**src/rtl/rf_reader_pkg.sv**
```systemverilog
// Shared types and defaults for the register-file stream reader.
package rf_reader_pkg;

  localparam int ADDR_WIDTH_DEF = 4;
  localparam int DATA_WIDTH_DEF = 16;

  typedef enum logic [1:0] {
    IDLE  = 2'd0,
    READ  = 2'd1,
    DRAIN = 2'd2
  } rf_reader_state_e;

endpackage

```
**src/rtl/rf_reader_out_reg.sv**
```systemverilog
// Single-entry valid/ready output register for the stream reader.
// The cap_ok output indicates that the slot can accept a new word this cycle.
module rf_reader_out_reg
  import rf_reader_pkg::*;
#(
  parameter int AW = ADDR_WIDTH_DEF,
  parameter int DW = DATA_WIDTH_DEF
) (
  input  logic          clk,
  input  logic          rst,
  input  logic          load,
  input  logic [DW-1:0] din,
  input  logic [AW-1:0] ain,
  input  logic          lin,
  input  logic          ready,
  output logic          cap_ok,
  output logic          valid,
  output logic [DW-1:0] data,
  output logic [AW-1:0] addr,
  output logic          last
);

  // The slot is free when it is empty or its beat is leaving this cycle.
  assign cap_ok = !valid || ready;

  // Load a new beat, or retire the current one on handshake; payload holds otherwise.
  always_ff @(posedge clk or posedge rst) begin
    if (rst) begin
      valid <= 1'b0;
      data  <= '0;
      addr  <= '0;
      last  <= 1'b0;
    end else if (load) begin
      valid <= 1'b1;
      data  <= din;
      addr  <= ain;
      last  <= lin;
    end else if (ready) begin
      valid <= 1'b0;
    end
  end

endmodule

```
**src/rtl/rf_stream_reader.sv**
```systemverilog
// Burst reader that walks a contiguous (wrapping) address range of the
// 16-entry latch register file and streams the words out over valid/ready.
// Optional feature: define RF_READER_HAZARD_STALL_EN to stall capture around
// a write to the word currently being read, so the beat carries post-write data.
module rf_stream_reader
  import rf_reader_pkg::*;
#(
  parameter int ADDR_WIDTH = ADDR_WIDTH_DEF,
  parameter int DataWidth  = DATA_WIDTH_DEF
) (
  input  logic                  clk_i,
  input  logic                  rst_i,
  input  logic                  start_i,
  input  logic [ADDR_WIDTH-1:0] base_addr_i,
  input  logic [ADDR_WIDTH:0]   len_i,
  output logic                  busy_o,
  output logic                  done_o,
  output logic [ADDR_WIDTH-1:0] raddr_o,
  input  logic [DataWidth-1:0]  rdata_i,
  input  logic                  we_i,
  input  logic [ADDR_WIDTH-1:0] waddr_i,
  output logic                  valid_o,
  input  logic                  ready_i,
  output logic [DataWidth-1:0]  data_o,
  output logic [ADDR_WIDTH-1:0] addr_o,
  output logic                  last_o
);

  localparam int LW = ADDR_WIDTH + 1;
  localparam logic [LW-1:0] NUM_WORDS = LW'(2**ADDR_WIDTH);

  rf_reader_state_e state;
  logic [ADDR_WIDTH-1:0] addr_q;
  logic [LW-1:0]         rem_q;
  logic [LW-1:0]         len_c;
  logic                  cap_ok;
  logic                  cap;
  logic                  stall;

  // Oversized lengths read the whole file exactly once.
  assign len_c   = (len_i > NUM_WORDS) ? NUM_WORDS : len_i;
  assign raddr_o = addr_q;
  assign busy_o  = (state != IDLE);

`ifdef RF_READER_HAZARD_STALL_EN
  logic hit;
  logic hz_q;
  // The file commits a write one cycle after we_i, so skip this cycle and the
  // next, then re-read the same address.
  assign hit   = (state == READ) && we_i && (waddr_i == addr_q);
  assign stall = hit || hz_q;

  // Remember a hit so the cycle after it is also skipped.
  always_ff @(posedge clk_i or posedge rst_i) begin
    if (rst_i) hz_q <= 1'b0;
    else       hz_q <= hit;
  end
`else
  logic unused_snoop;
  assign unused_snoop = ^{we_i, waddr_i};
  assign stall        = 1'b0;
`endif

  assign cap = (state == READ) && cap_ok && !stall;

  // Burst sequencing: address walk, remaining count and done pulse.
  always_ff @(posedge clk_i or posedge rst_i) begin
    if (rst_i) begin
      state  <= IDLE;
      addr_q <= '0;
      rem_q  <= '0;
      done_o <= 1'b0;
    end else begin
      done_o <= 1'b0;
      case (state)
        IDLE: begin
          if (start_i) begin
            if (len_c == '0) begin
              done_o <= 1'b1;
            end else begin
              addr_q <= base_addr_i;
              rem_q  <= len_c;
              state  <= READ;
            end
          end
        end
        READ: begin
          if (cap) begin
            addr_q <= addr_q + 1'b1;
            rem_q  <= rem_q - 1'b1;
            if (rem_q == LW'(1)) state <= DRAIN;
          end
        end
        DRAIN: begin
          if (valid_o && ready_i) begin
            state  <= IDLE;
            done_o <= 1'b1;
          end
        end
        default: state <= IDLE;
      endcase
    end
  end

  rf_reader_out_reg #(
    .AW (ADDR_WIDTH),
    .DW (DataWidth)
  ) u_out (
    .clk    (clk_i),
    .rst    (rst_i),
    .load   (cap),
    .din    (rdata_i),
    .ain    (addr_q),
    .lin    (rem_q == LW'(1)),
    .ready  (ready_i),
    .cap_ok (cap_ok),
    .valid  (valid_o),
    .data   (data_o),
    .addr   (addr_o),
    .last   (last_o)
  );

endmodule

```
**config.mk**
```make
export PLATFORM = sky130hd
export DESIGN_NAME = rf_stream_reader
export DESIGN_NICKNAME = d
export VERILOG_FILES = /design/src/rtl/rf_reader_pkg.sv /design/src/rtl/rf_reader_out_reg.sv /design/src/rtl/rf_stream_reader.sv
export SDC_FILE = /design/constraint.sdc
export NUM_CORES = 1
export LEC_CHECK = 0
export ABC_AREA = 1
export BUFFER_PORTS_ARGS = -buffer_cell sky130_fd_sc_hd__buf_2
export CORE_UTILIZATION = 49
export DETAILED_ROUTE_END_ITERATION = 6
export GPL_TIMING_DRIVEN = 1
export HOLD_SLACK_MARGIN = 0.1
export PLACE_DENSITY = 0.82
export SLEW_MARGIN = 20
export SYNTH_ARGS = -nofsm -noshare
export SYNTH_HDL_FRONTEND = slang
export SYNTH_SLANG_ARGS = --single-unit
```
**constraint.sdc**
```tcl
create_clock -name clk_i -period 1.6 [get_ports clk_i]
set_input_delay 0.08 -clock clk_i [delete_from_list [all_inputs] [get_ports clk_i]]
set_output_delay 0.08 -clock clk_i [all_outputs]
set_load 0.01 [all_outputs]
```
==> results of run 1 <==
cell families (layout without fill, tap and decap cells):
kind of cell               count (synthesis)  count (layout)
and+or+nand+nor                          126             126
DFF                                       34              34
adders and majority gates                  3               3
buffers and inverters                     23             111
AOI/OAI and AO/OA                         21              21
how the worst max path moves through the flow:
| stage | endpoint | slack, ns | cells after the start |
|---|---|---|---|
| final | done_o$_DFF_PP0_ | 0.08 | 4 |
| after floorplan | raddr_o[2]$_DFFE_PP0P_ | 0.35 | 6 |
| after detailed placement | u_out.addr[1]$_DFFE_PP0P_ | 0.23 | 6 |
| after global placement | u_out.addr[3]$_DFFE_PP0P_ | 0.24 | 5 |
| after CTS | done_o$_DFF_PP0_ | 0.07 | 4 |
| after global routing | u_out.addr[1]$_DFFE_PP0P_ | 0.002 | 6 |
what timing repair did:
action	4_1_cts	5_1_grt
endpoints found under the setup margin	0	1
hold endpoints to repair	61	0
resized for setup	0	2
hold buffers	28	0
flip-flops by register name, summed over array words and instances, names as in the netlist:
register     count
rem_q            5
u_out.addr       4
u_out.valid      1
u_out.data      16
raddr_o          4
done_o           1
state            2
u_out.last       1
per-stage QoR:
step                      hold WS, ns  cells
after detailed placement        0.193    306
after CTS                       0.101    341
final                           0.107    341
after global routing            0.134    341
after global placement          0.193    306
after floorplan                 0.188    207
metal layers:
metal / GRT usage [%] / vias up
met4: 12.3 / 0
met5: 0 / -
met2: 38.8 / 44
met3: 6.82 / 8
met1: 28.0 / 750
li1: - / 821
power breakdown:
group	internal, mW	switching, mW
Clock	0.158	0.280
Sequential	1.26	0.288
Combinational	0.826	1.28
Total	2.24	1.84
cell type report:
cell class | instances | area [sq um] | share of cell area [%]
flip-flops and latches | 34 | 851 | 36.3
multi-input cells | 150 | 743 | 31.7
clock inverters | 2 | 10.0 | 0.427
clock buffers | 5 | 37.5 | 1.60
inverters | 18 | 67.6 | 2.88
repair buffers | 86 | 576 | 24.6
well taps | 46 | 57.6 | 2.46
worst reg2reg max path: cells and delay by family, from the launching register on:
family	cells	cell delay, ns
buffers and inverters	1	0.58
AO/OA/AOI/OAI	1	0.12
flip-flops	1	0.48
AND/OR/NAND/NOR	2	0.28
synth_stat cells, drive strengths merged:
library cell / count / area (sq um)
nor2: 16 / 93.8
o21ai: 17 / 111
ha: 3 / 37.5
a21oi: 3 / 15.0
nand4: 2 / 12.5
nand2: 96 / 395
buf: 5 / 46.3
dfrtp: 34 / 851
nand3: 11 / 55.1
inv: 18 / 67.6
or2: 1 / 6.26
o32ai: 1 / 8.76
==> flow_metrics.py, run 1 <==
metrics = {
    "outcome": {
        "run_status": "completed",
    },
    "global_route": {
        "grt_pass1_wl_microns": 6220,
        "vias_in_the_first_global_route": 1456,
        "grt_overflow": 0,
        "pin_count_of_the_biggest_net_entering_global_routing": 35,
        "grt_antenna_before_repair": 0,
        "globalRouteTotalUtil_pct": 23.5,
    },
    "route": {
        "routed-wl-met3_microns": 167,
        "route.vias.total": 1623,
        "top_layer_in_use": "met4",
        "route.met2.wl_microns": 2020,
        "wirelength_per_cell_microns": 11.6,
        "post_drt_via_cell_ratio": 4.76,
        "remaining_drc_errors": 0,
        "drtIter0Drc": 46,
        "drt_first_pass_iters": 4,
        "route.antenna.remaining_nets": 0,
        "wirelength_met1_microns": 1670,
        "detail_route.wirelength_microns": 3950,
    },
    "clock_tree": {
        "post_cts.repair.setup_buffers": 0,
        "cts.path.max_buffers": 2,
        "htreeDepth": 2,
        "clock_tree_from_tritoncts": "yes",
        "clkTransAtPathRegs_ns": 0.10,
        "clk_latency_ns": 0.34,
        "cts_num_sinks": 34,
        "ctsRootBufferMaster": "sky130_fd_sc_hd__clkbuf_4",
        "cts_buffers": 5,
    },
    "critical_path": {
        "timing.rr.end": "done_o$_DFF_PP0_",
        "reg2regPathDepth": 4,
        "timing.critical_path.buf_inv": 1,
        "timing.critical_path.slowest_cell_delay_ns": 0.58,
        "crit_path_class": "flop to flop",
        "critPathMaxFanout": 5,
        "worst_setup_path_end_kind": "flop",
        "reg2reg_slack_ns": 0.08,
        "startpoint": "state[0]$_DFFE_PP0P_",
        "timing.critical_path.arrival_ns": 1.80,
        "worstPathRequired_ns": 1.88,
        "worst_setup_path_start_kind": "flop",
        "crit_path_top_delay_cell": "sky130_fd_sc_hd__dlygate4sd3_1",
        "cp_cell_sequence": "nor2_1 -> nand3_1 -> o32ai_1 -> dlygate4sd3_1",
        "crit_family": "buffers and inverters",
        "rr_startpoint": "state[0]$_DFFE_PP0P_",
    },
    "finish": {
        "antenna_cells_inserted": 0,
        "area_growth_syn_to_layout_pct": 37.7,
        "fill_cells": 256,
        "layout_common_cells": "sky130_fd_sc_hd__nand2_1, sky130_fd_sc_hd__buf_2, sky130_fd_sc_hd__dfrtp_1, sky130_fd_sc_hd__dlygate4sd3_1, sky130_fd_sc_hd__inv_1",
        "post_route_cells_drive_above_1_share_pct": 30.8,
        "stdcell_area_sq_um": 2340,
        "finalCoreUtilization_pct": 70.2,
        "most_common_library_cell_in_the_layout_ignoring_fill_and_taps": "sky130_fd_sc_hd__nand2_1",
        "finish.net_count": 332,
    },
    "place": {
        "post-place-ws_ns": 0.225,
        "placement.io_buffers": 56,
        "dp_hpwl_microns": 2430,
        "place.gp.congestion": 0.781,
        "placement.cell_area_sq_um": 2010,
    },
    "sta": {
        "slew_headroom_pct": 72.3,
        "report.final.hold_viol_count": 0,
        "postLayoutSetupSlackWorst_ns": 0.0833,
        "fmax_mhz": 659,
        "tns_ns": 0,
        "slew_viol_final": 0,
        "timing.clock.skew_ns": 0.00420,
        "final.min_clock_period_ns": 1.52,
        "setup_repair_after_global_routing_missed_its_margin": "false",
        "worstMarginPinSlew_ns": 0.415,
        "report.final.setup_viol": 0,
        "timing.final.crit_share_pct": 94.8,
    },
    "die": {
        "die_height_microns": 60.9,
        "core_area_sq_um": 3340,
        "io_pins": 62,
        "die_x_microns": 60.9,
        "placementRows": 21,
        "initial_utilization_pct": 51.0,
        "total_die_area_sq_um": 3710,
    },
    "power": {
        "post-layout-total-power_mw": 4.09,
        "ir_worst_vdd_mv": 1.04,
        "p_leak_nw": 1.29,
        "power-per-cell-area_nw_per_um2": 1740,
    },
    "yosys": {
        "synth-adder-area-share_pct": 2.21,
        "synth.net_count": 244,
        "ys_ff_latch": 34,
        "post_synth.cell_area_avg_sq_um": 8.21,
        "netlist_instances": 207,
        "post_synth_num_cell_types": 22,
        "synth-compound-area-share_pct": 7.95,
        "synth-xor-area-share_pct": 0,
        "ys.warnings.count": 0,
        "synth_simple_gate_area_share_pct": 33.1,
        "synth.mux.area_fraction_pct": 0,
        "synth_top_family_by_area": "simple AND/OR/NAND/NOR gates",
        "ys_seq_area_share_pct": 50.0,
        "netlist_area_sq_um": 1700,
    },
    "worst_hold_path": {
        "timing.hold.worst.start": "len_i[3]",
        "whs_endpoint": "rem_q[3]$_DFFE_PP0P_",
        "min-delay-path-class": "primary input to flop",
        "worst_hold_path.num_cells": 5,
    },
    "run": {
        "max-cap-violations": 0,
    },
}
No activity file was read; power rests on OpenSTA's default activity.
==> run 2, diff against run 1 <==
CORE_UTILIZATION = 44   (was 49)
PLACE_DENSITY = 0.78   (was 0.82)
TNS_END_PERCENT = 20   (was not set)
clock period = 1.3 ns   (was 1.6 ns; I/O delays follow)
==> run 2 against run 1 <==
Global-route usage decreased by 2.3 points. Maximum frequency is 19% higher. Total power up 47%. Sequential share of layout area is 1.6 points lower. Sequential power increased by 22%. Critical endpoint is now state[1]$_DFFE_PP0P_. Largest power group unchanged. Highest routed layer unchanged.
==> flow_metrics.py, run 2 (same netlist as run 1, synthesis figures left out) <==
metrics = {
    "finish": {
        "regArea_sq_um": 853,
        "registers.top_by_ff_count": "u_out.data",
        "biggestRegsByFlops": "u_out.data x16, rem_q x5",
        "multi_input_comb_area_sq_um": 754,
        "most_common_library_cell_in_the_layout_ignoring_fill_and_taps": "sky130_fd_sc_hd__nand2_1",
        "largest_reg_flops": 16,
        "fill_cells": 308,
        "layout_common_cells": "sky130_fd_sc_hd__nand2_1, sky130_fd_sc_hd__buf_2, sky130_fd_sc_hd__dfrtp_1, sky130_fd_sc_hd__dlygate4sd3_1, sky130_fd_sc_hd__inv_1",
        "post_route_cells_drive_above_1_share_pct": 35.5,
        "antenna_cells_inserted": 0,
        "finish.net_count": 332,
        "stdcell_area_sq_um": 2460,
        "area_growth_syn_to_layout_pct": 44.6,
    },
    "sta": {
        "timing.final.crit_share_pct": 97.7,
        "worstMarginPinSlew_ns": 0.432,
        "report.final.hold_viol_count": 0,
        "setup_repair_after_global_routing_missed_its_margin": "true",
        "report.final.setup_viol": 0,
        "fmax_mhz": 787,
        "slew_viol_final": 0,
        "slew_headroom_pct": 71.2,
        "final.min_clock_period_ns": 1.27,
        "hold_ws_ns": 0.0991,
        "timing.clock.skew_ns": 0.00251,
    },
    "place": {
        "placement.io_buffers": 56,
        "dp_hpwl_microns": 2660,
        "place.gp.congestion": 0.802,
        "placement.cell_area_sq_um": 2080,
    },
    "outcome": {
        "run_status": "completed",
    },
    "worst_hold_path": {
        "min-delay-path-class": "primary input to flop",
        "timing.hold.worst.start": "base_addr_i[2]",
        "worst_hold_path.num_cells": 5,
        "whs_endpoint": "raddr_o[2]$_DFFE_PP0P_",
    },
    "route": {
        "detail_route.wirelength_microns": 4090,
        "wirelength_per_cell_microns": 11.9,
        "drt_first_pass_iters": 4,
        "remaining_drc_errors": 0,
        "drtIter0Drc": 80,
        "post_drt_via_cell_ratio": 4.82,
        "route.antenna.remaining_nets": 0,
        "route.vias.total": 1658,
    },
    "critical_path": {
        "reg2reg_slack_ns": 0.03,
        "timing.critical_path.arrival_ns": 1.49,
        "reg2regPathDepth": 6,
        "worst_setup_path_start_kind": "flop",
        "timing.rr.end": "state[1]$_DFFE_PP0P_",
        "crit_path_class": "flop to flop",
        "worstPathRequired_ns": 1.52,
        "timing.critical_path.slowest_cell_delay_ns": 0.47,
        "crit_path_top_delay_cell": "sky130_fd_sc_hd__dfrtp_2",
        "worst_setup_path_end_kind": "flop",
        "cp_cell_sequence": "inv_4 -> nand2_2 -> nor2_4 -> buf_8 -> nand3_1 -> nand2_1",
        "critPathMaxFanout": 17,
        "rr_startpoint": "state[1]$_DFFE_PP0P_",
    },
    "global_route": {
        "grt_overflow": 0,
        "pin_count_of_the_biggest_net_entering_global_routing": 35,
        "vias_in_the_first_global_route": 1499,
        "grt_pass1_wl_microns": 6630,
        "globalRouteTotalUtil_pct": 21.2,
        "grt_antenna_before_repair": 0,
    },
    "clock_tree": {
        "clk_latency_ns": 0.28,
        "cts_num_sinks": 34,
        "clkTransAtPathRegs_ns": 0.07,
        "cts.path.max_buffers": 2,
        "clock_tree_from_tritoncts": "yes",
        "htreeDepth": 2,
        "post_cts.repair.setup_buffers": 0,
        "ctsRootBufferMaster": "sky130_fd_sc_hd__clkbuf_8",
        "cts_buffers": 5,
    },
    "die": {
        "die_x_microns": 64.2,
        "initial_utilization_pct": 46.1,
        "placementRows": 22,
        "total_die_area_sq_um": 4120,
        "io_pins": 62,
        "die_height_microns": 64.2,
        "core_area_sq_um": 3690,
    },
    "power": {
        "ir_worst_vdd_mv": 1.40,
        "power-per-cell-area_nw_per_um2": 2440,
        "p_leak_nw": 1.34,
    },
    "run": {
        "max-cap-violations": 0,
    },
}
==> run 2: changes by cell type in the layout (fill, tap and decap cells not counted), moves of 2 or more <==
cell,change
sky130_fd_sc_hd__buf_4,+6
sky130_fd_sc_hd__dfrtp_1,-2
sky130_fd_sc_hd__bufinv_16,+2
sky130_fd_sc_hd__clkinv_2,-2
sky130_fd_sc_hd__dfrtp_2,+2
sky130_fd_sc_hd__inv_4,+2
sky130_fd_sc_hd__dlygate4sd3_1,-8
sky130_fd_sc_hd__clkbuf_8,+6
sky130_fd_sc_hd__clkbuf_4,-5
==> run 2: per-stage QoR <==
| stage | std cells | setup slack (ns) | power (mW) | utilization [%] | TNS [ns] |
|---|---|---|---|---|---|
| 2_1_floorplan | 207 | 0.0533 | 3.73 | - | 0 |
| 6_report | 344 | 0.0293 | 5.99 | 66.7 | 0 |
| 3_5_place_dp | 316 | 0.0150 | 4.64 | 56.4 | 0 |
| 4_1_cts | 344 | -0.0150 | 5.92 | 65.8 | -0.0167 |
| 5_1_grt | 344 | -0.0495 | 6.46 | 66.7 | -0.323 |
| 3_3_place_gp | 316 | 0.0464 | 4.54 | 56.4 | 0 |
==> run 2: worst max path at each step <==
stage / endpoint / start / depth (start not counted) / slack, ns
2_1_floorplan: raddr_o[2]$_DFFE_PP0P_ / raddr_o[0]$_DFFE_PP0P_ / 6 / 0.05
3_3_place_gp: u_out.last$_DFFE_PP0P_ / state[1]$_DFFE_PP0P_ / 6 / 0.05
3_5_place_dp: state[0]$_DFFE_PP0P_ / rem_q[1]$_DFFE_PP0P_ / 8 / 0.01
4_1_cts: busy_o / state[0]$_DFFE_PP0P_ / 4 / -0.01
5_1_grt: u_out.last$_DFFE_PP0P_ / state[1]$_DFFE_PP0P_ / 6 / -0.05
6_report: state[1]$_DFFE_PP0P_ / state[1]$_DFFE_PP0P_ / 6 / 0.03
==> run 2: area by class of cell <==
cell class | count | area share (%)
clock inverters | 2 | 2.44
inverters | 18 | 2.95
flip-flops and latches | 34 | 34.7
clock buffers | 6 | 3.36
well taps | 48 | 2.44
repair buffers | 86 | 23.4
multi-input cells | 150 | 30.7
==> run 2: timing repair <==
| action | 4_1_cts | 5_1_grt |
|---|---|---|
| gates resized for setup | 1 | 12 |
| hold buffers | 20 | 0 |
| endpoints found under the hold margin | 53 | 0 |
| pin swaps | 0 | 1 |
| setup endpoints to repair | 3 | 33 |
==> run 2: worst max-delay path: cells and delay by family, from the launching register on <==
family                 cells  cell delay, ns
AND/OR/NAND/NOR            4            0.47
buffers and inverters      2            0.27
flip-flops                 1            0.47
==> run 2: power by group <==
group / leakage (nW) / internal, mW / switching, mW
sequential: 0.416 / 1.56 / 0.339
combinational: 0.850 / 1.22 / 1.68
clock: 0.0714 / 0.818 / 0.380
==> run 2: layer usage <==
layer  wire, microns  vias to the layer above  GRT usage, %
met5               0                        -             0
met4             165                        0          13.9
met3             128                       15          4.29
met2            2090                       39          34.2
met1            1710                      782          25.7
li1                -                      822             -
==> run 3, diff against run 2 <==
MAX_ROUTING_LAYER = met4   (was not set)
==> run 3 against run 2 <==
Clock skew about the same. Critical endpoint unchanged. Count of clock-buffer cells in the layout is the same. Highest routed layer unchanged. Setup slack improved by 0.00061 ns. Total power rose by 0.14%. Critical path depth did not move. Largest cell class unchanged. Hold slack worse by 0.0013 ns. Wire length grew 0.39%.
==> flow_metrics.py, run 3 (same netlist as run 1, synthesis figures left out) <==
metrics = {
    "route": {
        "detail_route.wirelength_microns": 4110,
        "post_drt_via_cell_ratio": 4.78,
        "drtIter0Drc": 74,
        "drt_first_pass_iters": 4,
        "route.vias.total": 1643,
        "remaining_drc_errors": 0,
        "wirelength_met1_microns": 1700,
        "route.met2.wl_microns": 2120,
        "wirelength_per_cell_microns": 11.9,
        "route.antenna.remaining_nets": 0,
        "top_layer_in_use": "met4",
        "routed-wl-met3_microns": 126,
    },
    "finish": {
        "registers.top_by_ff_count": "u_out.data",
        "most_common_library_cell_in_the_layout_ignoring_fill_and_taps": "sky130_fd_sc_hd__nand2_1",
        "post_route_cells_drive_above_1_share_pct": 35.8,
        "layout_common_cells": "sky130_fd_sc_hd__nand2_1, sky130_fd_sc_hd__buf_2, sky130_fd_sc_hd__dfrtp_1, sky130_fd_sc_hd__dlygate4sd3_1, sky130_fd_sc_hd__inv_1",
        "area_growth_syn_to_layout_pct": 44.6,
        "finish.net_count": 332,
        "largest_reg_flops": 16,
        "antenna_cells_inserted": 0,
        "biggestRegsByFlops": "u_out.data x16, rem_q x5",
    },
    "clock_tree": {
        "htreeDepth": 2,
        "clock_tree_from_tritoncts": "yes",
        "ctsRootBufferMaster": "sky130_fd_sc_hd__clkbuf_8",
        "cts.path.max_buffers": 2,
        "clk_latency_ns": 0.28,
        "clkTransAtPathRegs_ns": 0.07,
        "cts_buffers": 5,
        "cts_num_sinks": 34,
    },
    "global_route": {
        "grt_antenna_before_repair": 0,
        "pin_count_of_the_biggest_net_entering_global_routing": 35,
        "grt_pass1_wl_microns": 6630,
        "grt_overflow": 0,
        "vias_in_the_first_global_route": 1495,
        "globalRouteTotalUtil_pct": 21.8,
    },
    "run": {
        "max-cap-violations": 0,
    },
    "critical_path": {
        "timing.critical_path.slowest_cell_delay_ns": 0.47,
        "rr_startpoint": "state[1]$_DFFE_PP0P_",
        "critPathMaxFanout": 17,
        "reg2reg_slack_ns": 0.03,
        "timing.critical_path.buf_inv": 2,
        "worst_setup_path_start_kind": "flop",
        "cp_cell_sequence": "inv_4 -> nand2_2 -> nor2_4 -> buf_8 -> nand3_1 -> nand2_1",
        "crit_family": "flip-flops",
        "timing.critical_path.arrival_ns": 1.49,
        "worstPathRequired_ns": 1.52,
        "timing.rr.end": "state[1]$_DFFE_PP0P_",
        "crit_path_class": "flop to flop",
        "worst_setup_path_end_kind": "flop",
        "reg2regPathDepth": 6,
        "crit_path_top_delay_cell": "sky130_fd_sc_hd__dfrtp_2",
    },
    "worst_hold_path": {
        "timing.hold.worst.start": "base_addr_i[2]",
        "min-delay-path-class": "primary input to flop",
        "worst_hold_path.num_cells": 5,
        "whs_endpoint": "raddr_o[2]$_DFFE_PP0P_",
    },
    "sta": {
        "report.final.hold_viol_count": 0,
        "tns_ns": 0,
        "setup_repair_after_global_routing_missed_its_margin": "true",
        "slew_headroom_pct": 71.1,
        "worstMarginPinSlew_ns": 0.434,
        "timing.clock.skew_ns": 0.00256,
        "report.final.setup_viol": 0,
        "slew_viol_final": 0,
        "final.min_clock_period_ns": 1.27,
        "fmax_mhz": 787,
        "timing.final.crit_share_pct": 97.7,
    },
    "die": {
        "io_pins": 62,
        "core_area_sq_um": 3690,
        "total_die_area_sq_um": 4120,
        "die_height_microns": 64.2,
        "die_x_microns": 64.2,
        "initial_utilization_pct": 46.1,
        "placementRows": 22,
    },
    "power": {
        "post-layout-total-power_mw": 6.00,
        "ir_worst_vdd_mv": 1.41,
        "power-per-cell-area_nw_per_um2": 2440,
        "p_leak_nw": 1.34,
    },
    "place": {
        "dp_hpwl_microns": 2660,
        "placement.io_buffers": 56,
        "place.gp.congestion": 0.813,
    },
    "outcome": {
        "run_status": "completed",
    },
}
## run 3: changes by cell type in the layout (fill, tap and decap cells not counted)
cell                    previous run  this run
sky130_fd_sc_hd__inv_1            14        13
sky130_fd_sc_hd__inv_2             2         3
## run 3: power breakdown
group	internal (mW)	switching, mW
registers	1.56	0.339
clock network	0.818	0.384
logic	1.22	1.68
## run 3: area by class of cell
cell class | instances | area [sq um]
fill | 308 | 1230
sequential | 34 | 853
multi-input combinational | 150 | 754
timing repair buffer | 86 | 576
clock buffer | 6 | 82.6
inverter | 18 | 72.6
clock inverter | 2 | 60.1
tap | 48 | 60.1
## run 3: what timing repair did
action | CTS | global route
buffers inserted | 0 | 0
pin swaps | 0 | 2
gates resized for setup | 1 | 13
endpoints found under the setup margin | 3 | 33
hold buffers | 20 | 0
endpoints found under the hold margin | 53 | 0
## run 3: worst max path at each step
| stage | start | to | slack [ns] | cells past startpoint |
|---|---|---|---|---|
| after floorplan | raddr_o[0]$_DFFE_PP0P_ | raddr_o[2]$_DFFE_PP0P_ | 0.05 | 6 |
| after global placement | state[1]$_DFFE_PP0P_ | u_out.last$_DFFE_PP0P_ | 0.05 | 6 |
| after detailed placement | rem_q[1]$_DFFE_PP0P_ | state[0]$_DFFE_PP0P_ | 0.01 | 8 |
| after CTS | state[0]$_DFFE_PP0P_ | busy_o | -0.01 | 4 |
| after global routing | state[1]$_DFFE_PP0P_ | u_out.last$_DFFE_PP0P_ | -0.05 | 6 |
| final | state[1]$_DFFE_PP0P_ | state[1]$_DFFE_PP0P_ | 0.03 | 6 |
## run 3: metrics by stage
stage	std cells	hold WS (ns)	util, %	instance area [sq um]	setup slack, ns
after floorplan	207	0.173	-	1700	0.0533
after global placement	316	0.180	56.4	2080	0.0464
after detailed placement	316	0.185	56.4	2080	0.0150
after CTS	344	0.102	65.8	2430	-0.0150
after global routing	344	0.118	66.7	2460	-0.0494
final	344	0.0978	66.7	2460	0.0299
## run 3: worst reg2reg max path, cell delays in order (launching register included)
cell and delay, ns:
sky130_fd_sc_hd__dfrtp_2 0.47, sky130_fd_sc_hd__inv_4 0.10, sky130_fd_sc_hd__nand2_2 0.10, sky130_fd_sc_hd__nor2_4 0.15, sky130_fd_sc_hd__buf_8 0.18, sky130_fd_sc_hd__nand3_1 0.13, sky130_fd_sc_hd__nand2_1 0.08
## run 3: per-layer routing
| layer | up-vias | track usage [%] |
|---|---|---|
| met4 | 0 | 13.9 |
| met2 | 36 | 34.2 |
| met1 | 772 | 25.7 |
| met3 | 14 | 4.29 |
| met5 | - | - |
| li1 | 821 | - |
